===== src/rtl/multi_bank_output_serializer_pkg.sv =====
// Shared constants and FSM encoding for the multi-bank output serializer.
// Holds no logic: only the default geometry and the state type.
package multi_bank_output_serializer_pkg;

  localparam int DEF_DATA_WIDTH = 16;
  localparam int DEF_ADDR_WIDTH = 12;
  localparam int DEF_NUM_BANKS  = 4;

  typedef logic [2:0] state_t;

  localparam state_t ST_IDLE  = 3'd0;
  localparam state_t ST_FETCH = 3'd1;
  localparam state_t ST_LOAD  = 3'd2;
  localparam state_t ST_SHIFT = 3'd3;
  localparam state_t ST_DONE  = 3'd4;

endpackage


===== src/rtl/multi_bank_output_serializer_piso.sv =====
// Parallel-load shift register feeding the serial output; load wins over shift.
// bit_o always shows the next bit to send, so it is valid the cycle after a load.
module piso_shift_reg #(
  parameter int DATA_WIDTH = 16,
  parameter bit MSB_FIRST  = 1'b0
) (
  input  logic                  clk,
  input  logic                  rst,
  input  logic                  load_i,
  input  logic                  shift_i,
  input  logic [DATA_WIDTH-1:0] data_i,
  output logic                  bit_o
);

  logic [DATA_WIDTH-1:0] sr_q;
  logic [DATA_WIDTH-1:0] sr_d;

  always_comb begin
    sr_d = sr_q;
    if (load_i) begin
      sr_d = data_i;
    end else if (shift_i) begin
      if (MSB_FIRST) begin
        sr_d = {sr_q[DATA_WIDTH-2:0], 1'b0};
      end else begin
        sr_d = {1'b0, sr_q[DATA_WIDTH-1:1]};
      end
    end
  end

  always_ff @(posedge clk) begin
    if (rst) begin
      sr_q <= '0;
    end else begin
      sr_q <= sr_d;
    end
  end

  assign bit_o = MSB_FIRST ? sr_q[DATA_WIDTH-1] : sr_q[0];

endmodule


===== src/rtl/multi_bank_output_serializer.sv =====
// Streams word_count words from one SRAM bank out one bit per cycle while debug_en is held.
// First bit 4 edges after debug_en is first sampled; no backpressure, dropping debug_en aborts.
module multi_bank_output_serializer
  import multi_bank_output_serializer_pkg::*;
#(
  parameter int DATA_WIDTH = DEF_DATA_WIDTH,
  parameter int ADDR_WIDTH = DEF_ADDR_WIDTH,
  parameter int NUM_BANKS  = DEF_NUM_BANKS,
  parameter bit MSB_FIRST  = 1'b0
) (
  input  logic                         clk,
  input  logic                         rst,
  input  logic                         debug_en,
  input  logic [$clog2(NUM_BANKS)-1:0] bank_select,
  input  logic [ADDR_WIDTH:0]          word_count,
  output logic                         rd_en,
  output logic [$clog2(NUM_BANKS)-1:0] rd_bank,
  output logic [ADDR_WIDTH-1:0]        rd_addr,
  input  logic [DATA_WIDTH-1:0]        rd_data,
  output logic                         serial_out,
  output logic                         serial_out_valid,
  output logic                         done
);

  localparam int BW = $clog2(NUM_BANKS);
  localparam int CW = $clog2(DATA_WIDTH);
  localparam int LW = ADDR_WIDTH + 1;

  logic                  en_q1;
  logic                  en_q2;
  state_t                state_q,  state_d;
  logic [ADDR_WIDTH-1:0] addr_q,   addr_d;
  logic [LW-1:0]         left_q,   left_d;
  logic [BW-1:0]         bank_q,   bank_d;
  logic [CW-1:0]         cnt_q,    cnt_d;
  logic                  pf_q,     pf_d;
  logic                  done_q,   done_d;
  logic                  rd_en_c;
  logic                  load_c;
  logic                  shift_c;
  logic                  sr_bit;

  always_comb begin
    state_d = state_q;
    addr_d  = addr_q;
    left_d  = left_q;
    bank_d  = bank_q;
    cnt_d   = cnt_q;
    pf_d    = pf_q;
    done_d  = 1'b0;
    rd_en_c = 1'b0;
    load_c  = 1'b0;
    shift_c = 1'b0;
    case (state_q)
      ST_IDLE: begin
        if (en_q2) begin
          bank_d = bank_select;
          left_d = word_count;
          addr_d = '0;
          if (word_count == '0) begin
            state_d = ST_DONE;
            done_d  = 1'b1;
          end else begin
            state_d = ST_FETCH;
          end
        end
      end
      ST_FETCH, ST_LOAD, ST_SHIFT: begin
        if (!en_q2) begin
          state_d = ST_IDLE;
          addr_d  = '0;
          cnt_d   = '0;
          pf_d    = 1'b0;
        end else if (state_q == ST_FETCH) begin
          rd_en_c = 1'b1;
          addr_d  = addr_q + ADDR_WIDTH'(1);
          left_d  = left_q - LW'(1);
          state_d = ST_LOAD;
        end else if (state_q == ST_LOAD) begin
          load_c  = 1'b1;
          cnt_d   = '0;
          state_d = ST_SHIFT;
        end else if (cnt_q == CW'(DATA_WIDTH - 1)) begin
          cnt_d = '0;
          if (pf_q) begin
            load_c = 1'b1;
            pf_d   = 1'b0;
          end else begin
            state_d = ST_DONE;
            done_d  = 1'b1;
          end
        end else begin
          shift_c = 1'b1;
          cnt_d   = cnt_q + CW'(1);
          // Fetch two bits early so the word lands exactly as the last bit leaves.
          if (cnt_q == CW'(DATA_WIDTH - 2) && left_q != '0) begin
            rd_en_c = 1'b1;
            addr_d  = addr_q + ADDR_WIDTH'(1);
            left_d  = left_q - LW'(1);
            pf_d    = 1'b1;
          end
        end
      end
      ST_DONE: begin
        if (!en_q2) begin
          state_d = ST_IDLE;
          addr_d  = '0;
        end
      end
      default: begin
        state_d = ST_IDLE;
      end
    endcase
  end

  always_ff @(posedge clk) begin
    if (rst) begin
      en_q1   <= 1'b0;
      en_q2   <= 1'b0;
      state_q <= ST_IDLE;
      addr_q  <= '0;
      left_q  <= '0;
      bank_q  <= '0;
      cnt_q   <= '0;
      pf_q    <= 1'b0;
      done_q  <= 1'b0;
    end else begin
      en_q1   <= debug_en;
      en_q2   <= en_q1;
      state_q <= state_d;
      addr_q  <= addr_d;
      left_q  <= left_d;
      bank_q  <= bank_d;
      cnt_q   <= cnt_d;
      pf_q    <= pf_d;
      done_q  <= done_d;
    end
  end

  piso_shift_reg #(
    .DATA_WIDTH (DATA_WIDTH),
    .MSB_FIRST  (MSB_FIRST)
  ) u_piso (
    .clk     (clk),
    .rst     (rst),
    .load_i  (load_c),
    .shift_i (shift_c),
    .data_i  (rd_data),
    .bit_o   (sr_bit)
  );

  // Gating with en_q2 drops valid on the edge that sees the request go away.
  assign serial_out_valid = (state_q == ST_SHIFT) && en_q2;
  assign serial_out       = serial_out_valid & sr_bit;
  assign rd_en            = rd_en_c;
  assign rd_bank          = bank_q;
  assign rd_addr          = addr_q;
  assign done             = done_q;

endmodule


===== config.mk =====
export PLATFORM = sky130hd
export DESIGN_NAME = multi_bank_output_serializer
export DESIGN_NICKNAME = d
export VERILOG_FILES = /design/src/rtl/multi_bank_output_serializer_pkg.sv /design/src/rtl/multi_bank_output_serializer_piso.sv /design/src/rtl/multi_bank_output_serializer.sv
export SDC_FILE = /design/constraint.sdc
export NUM_CORES = 1
export LEC_CHECK = 0
export CELL_PAD_IN_SITES_DETAIL_PLACEMENT = 0
export CELL_PAD_IN_SITES_GLOBAL_PLACEMENT = 1
export CORE_MARGIN = 2
export CORE_UTILIZATION = 50
export DETAILED_ROUTE_END_ITERATION = 7
export DONT_BUFFER_PORTS = 1
export PLACE_DENSITY_LB_ADDON = 0.1
export SETUP_SLACK_MARGIN = 0.15
export SLEW_MARGIN = 5
export SYNTH_ARGS = -nofsm -noshare
export SYNTH_HDL_FRONTEND = slang
export SYNTH_SLANG_ARGS = --single-unit

===== constraint.sdc =====
create_clock -name clk -period 5.95 [get_ports clk]
set_input_delay 0.595 -clock clk [delete_from_list [all_inputs] [get_ports clk]]
set_output_delay 0.595 -clock clk [all_outputs]
set_load 0.02 [all_outputs]

==> impl_metrics.ini <==
[yosys]
ys.flop_type = dfxtp_1
yosysMostFrequentCell = dfxtp_1
synth_area_um2 = 2850
syn-instance-count = 360
synth_edf_count = 0
ys_top_cells_by_count = dfxtp_1, nand2_1, a21oi_1
postSynthNetCount = 399
synth_top_area_cell = dfxtp_1
ys_ff_latch = 54
synth_warnings = 0
synthArstFlopShare_pct = 0
yosysSeqAreaShare_pct = 38.0
synth_top_area_share_pct = 38.0
ys_types = 56
yosys-top-cells-area = dfxtp_1, a21oi_1, nand2_1
avgSynthCellArea_um2 = 7.90

[sta]
max_freq_ghz = 0.394
min_period_ns = 2.54
setup-violations-final = 0
final_max_slew_viol_count = 0
fin_crit_sh_pct = 42.6
timing.setup.tns_ns = 0
finClkSkew_ns = 0.00883
whs_ns = 0.339
finalHoldViolCount = 0
grt_setup_unrepaired = false
max_slew_margin_pct = 37.2
tightest_slew_ns = 0.942

[layout]
final_nets = 387
syn_to_final_growth_pct = 4.22
num-fill-cells = 537
layout-drive-gt1-share_pct = 6.30
antenna_cells = 0

[placement]
port_buffers = 0
gp_congestion = 0.755
place_hpwl_um = 4380

[routing]
final_antenna_net_count = 0
drc = 0
vias_per_cell = 6.03
post_drt_wl_per_cell_um = 15.2
vias = 2538
routed_wl_um = 6420
firstDrtPassIters = 4
drt_iter0_markers = 135

[pwr]
power_density_nw_per_um2 = 216
p_leak_nw = 0.992
irDropWorstVdd_mv = 0.132

[cts]
postCtsSetupBuffers = 0
ctsRootBufferMaster = clkbuf_8
htree_levels = 2
clk_pin_slew_ns = 0.11
cts_tree = done
clock_sinks = 54
clock_latency_ns = 0.31
clk_path_buf_depth = 2
cts_resized = 0
cts_buffers = 5
hold_buffers = 0

[global_route]
grt_overflow = 0
grtUsageTotal_pct = 21.7
grtUsageMet3_pct = 5.20
first_global_vias = 2284
met2_usage_pct = 33.7
met1_usage_pct = 30.3
grt_pass1_wl_um = 11000
antenna_found_initial = 0
grt-busiest-layer = met2
grt_max_degree = 46

[critical_path]
worstSetupPathType = reg -> out
critical_path_arrival_ns = 1.94
slowest_stage = or4_4
cp_max_fo = 8
crit_required_ns = 5.36
cp-end-kind = output port
crit_chain = or4_4, o41ai_2, a21oi_1
cpPeakStageDelay_ns = 0.59
startpoint_type = flip-flop

[min_path]
min_path_type = in -> reg

[floorplanning]
boundaryPins = 52
start_util_pct = 51.7
row_count = 27
coreArea_um2 = 5510
dieArea_um2 = 6310
die_w_um = 79.4
die_y_um = 79.4

[job]
drv_cap = 0

[status]
outcome = completed
## power by group
part	switching [mW]	internal (mW)	leakage (nW)	total [mW]
logic	0.0308	0.0190	0.507	0.0498
clock network	0.131	0.0854	0.0483	0.217
registers	0.00810	0.366	0.436	0.374
total	0.170	0.471	0.992	0.641
## per-layer routing
metal / vias up / part of all wire (%)
met5: - / 0
met4: 0 / 0.89
met3: 4 / 5.6
met2: 68 / 45
met1: 1172 / 48
li1: 1294 / -
## flip-flops by register name (all words and copies together) (netlist names)
name,flops
state_q,3
en_q1,1
rd_addr,12
done,1
left_q,13
u_piso.sr_q,16
pf_q,1
cnt_q,4
en_q2,1
rd_bank,2
## path summary, 6_finish.rpt
check | startpoint | end | slack (ns) | depth (start not counted)
worst min-delay path | rst | u_piso.sr_q[1] | 0.34 | 1
worst max-delay path | left_q[4] | rd_en | 3.41 | 3
worst min register to register | en_q1 | en_q2 | 0.45 | 1
worst max register to register | state_q[1] | u_piso.sr_q[9] | 3.43 | 5
## cell type report
type	count	area, µm²	area share (%)
Tap cell	72	90.1	3.04
Clock inverter	3	26.3	0.886
Timing Repair Buffer	2	15.0	0.506
Multi-Input combinational cell	276	1650	55.7
Inverter	9	33.8	1.14
Clock buffer	5	68.8	2.32
Sequential cell	54	1080	36.5
## cells by family after synthesis
group	Yosys count	synth area share [%]
fa+ha+maj	6	2.55
buf+inv	30	4.57
mux	4	1.41
simple gates	140	24.9
compound gates	126	28.5
flops	54	38.0
## per-stage QoR
| step | utilization, % | power [mW] | instance area, µm² | setup WS (ns) | std cells |
|---|---|---|---|---|---|
| floorplan | - | 0.425 | 2850 | 3.86 | 360 |
| global placement | 52.1 | 0.432 | 2870 | 3.47 | 413 |
| detailed placement | 52.1 | 0.433 | 2870 | 3.44 | 413 |
| CTS | 53.9 | 0.650 | 2970 | 3.39 | 421 |
| global route | 53.9 | 0.673 | 2970 | 3.12 | 421 |
| finish | 53.9 | 0.641 | 2970 | 3.41 | 421 |
## worst max-delay path, delay by kind of cell (launching register included)
family / cells / cell delay [ns]
flops: 1 / 0.40
simple gates: 1 / 0.59
compound gates: 2 / 0.63
## placed cells by master, fill, tap and decap left out, drive strengths merged, types with 8 or more instances in the layout
cell / synthesis / layout
nand2: 43 / 43
a21oi: 40 / 40
dfxtp: 54 / 54
o21ai: 31 / 31
nand2b: 8 / 8
nor3: 10 / 10
a22oi: 14 / 14
nor2: 32 / 32
nand3: 9 / 9
inv: 9 / 9
No activity file was read; power rests on OpenSTA's default activity.
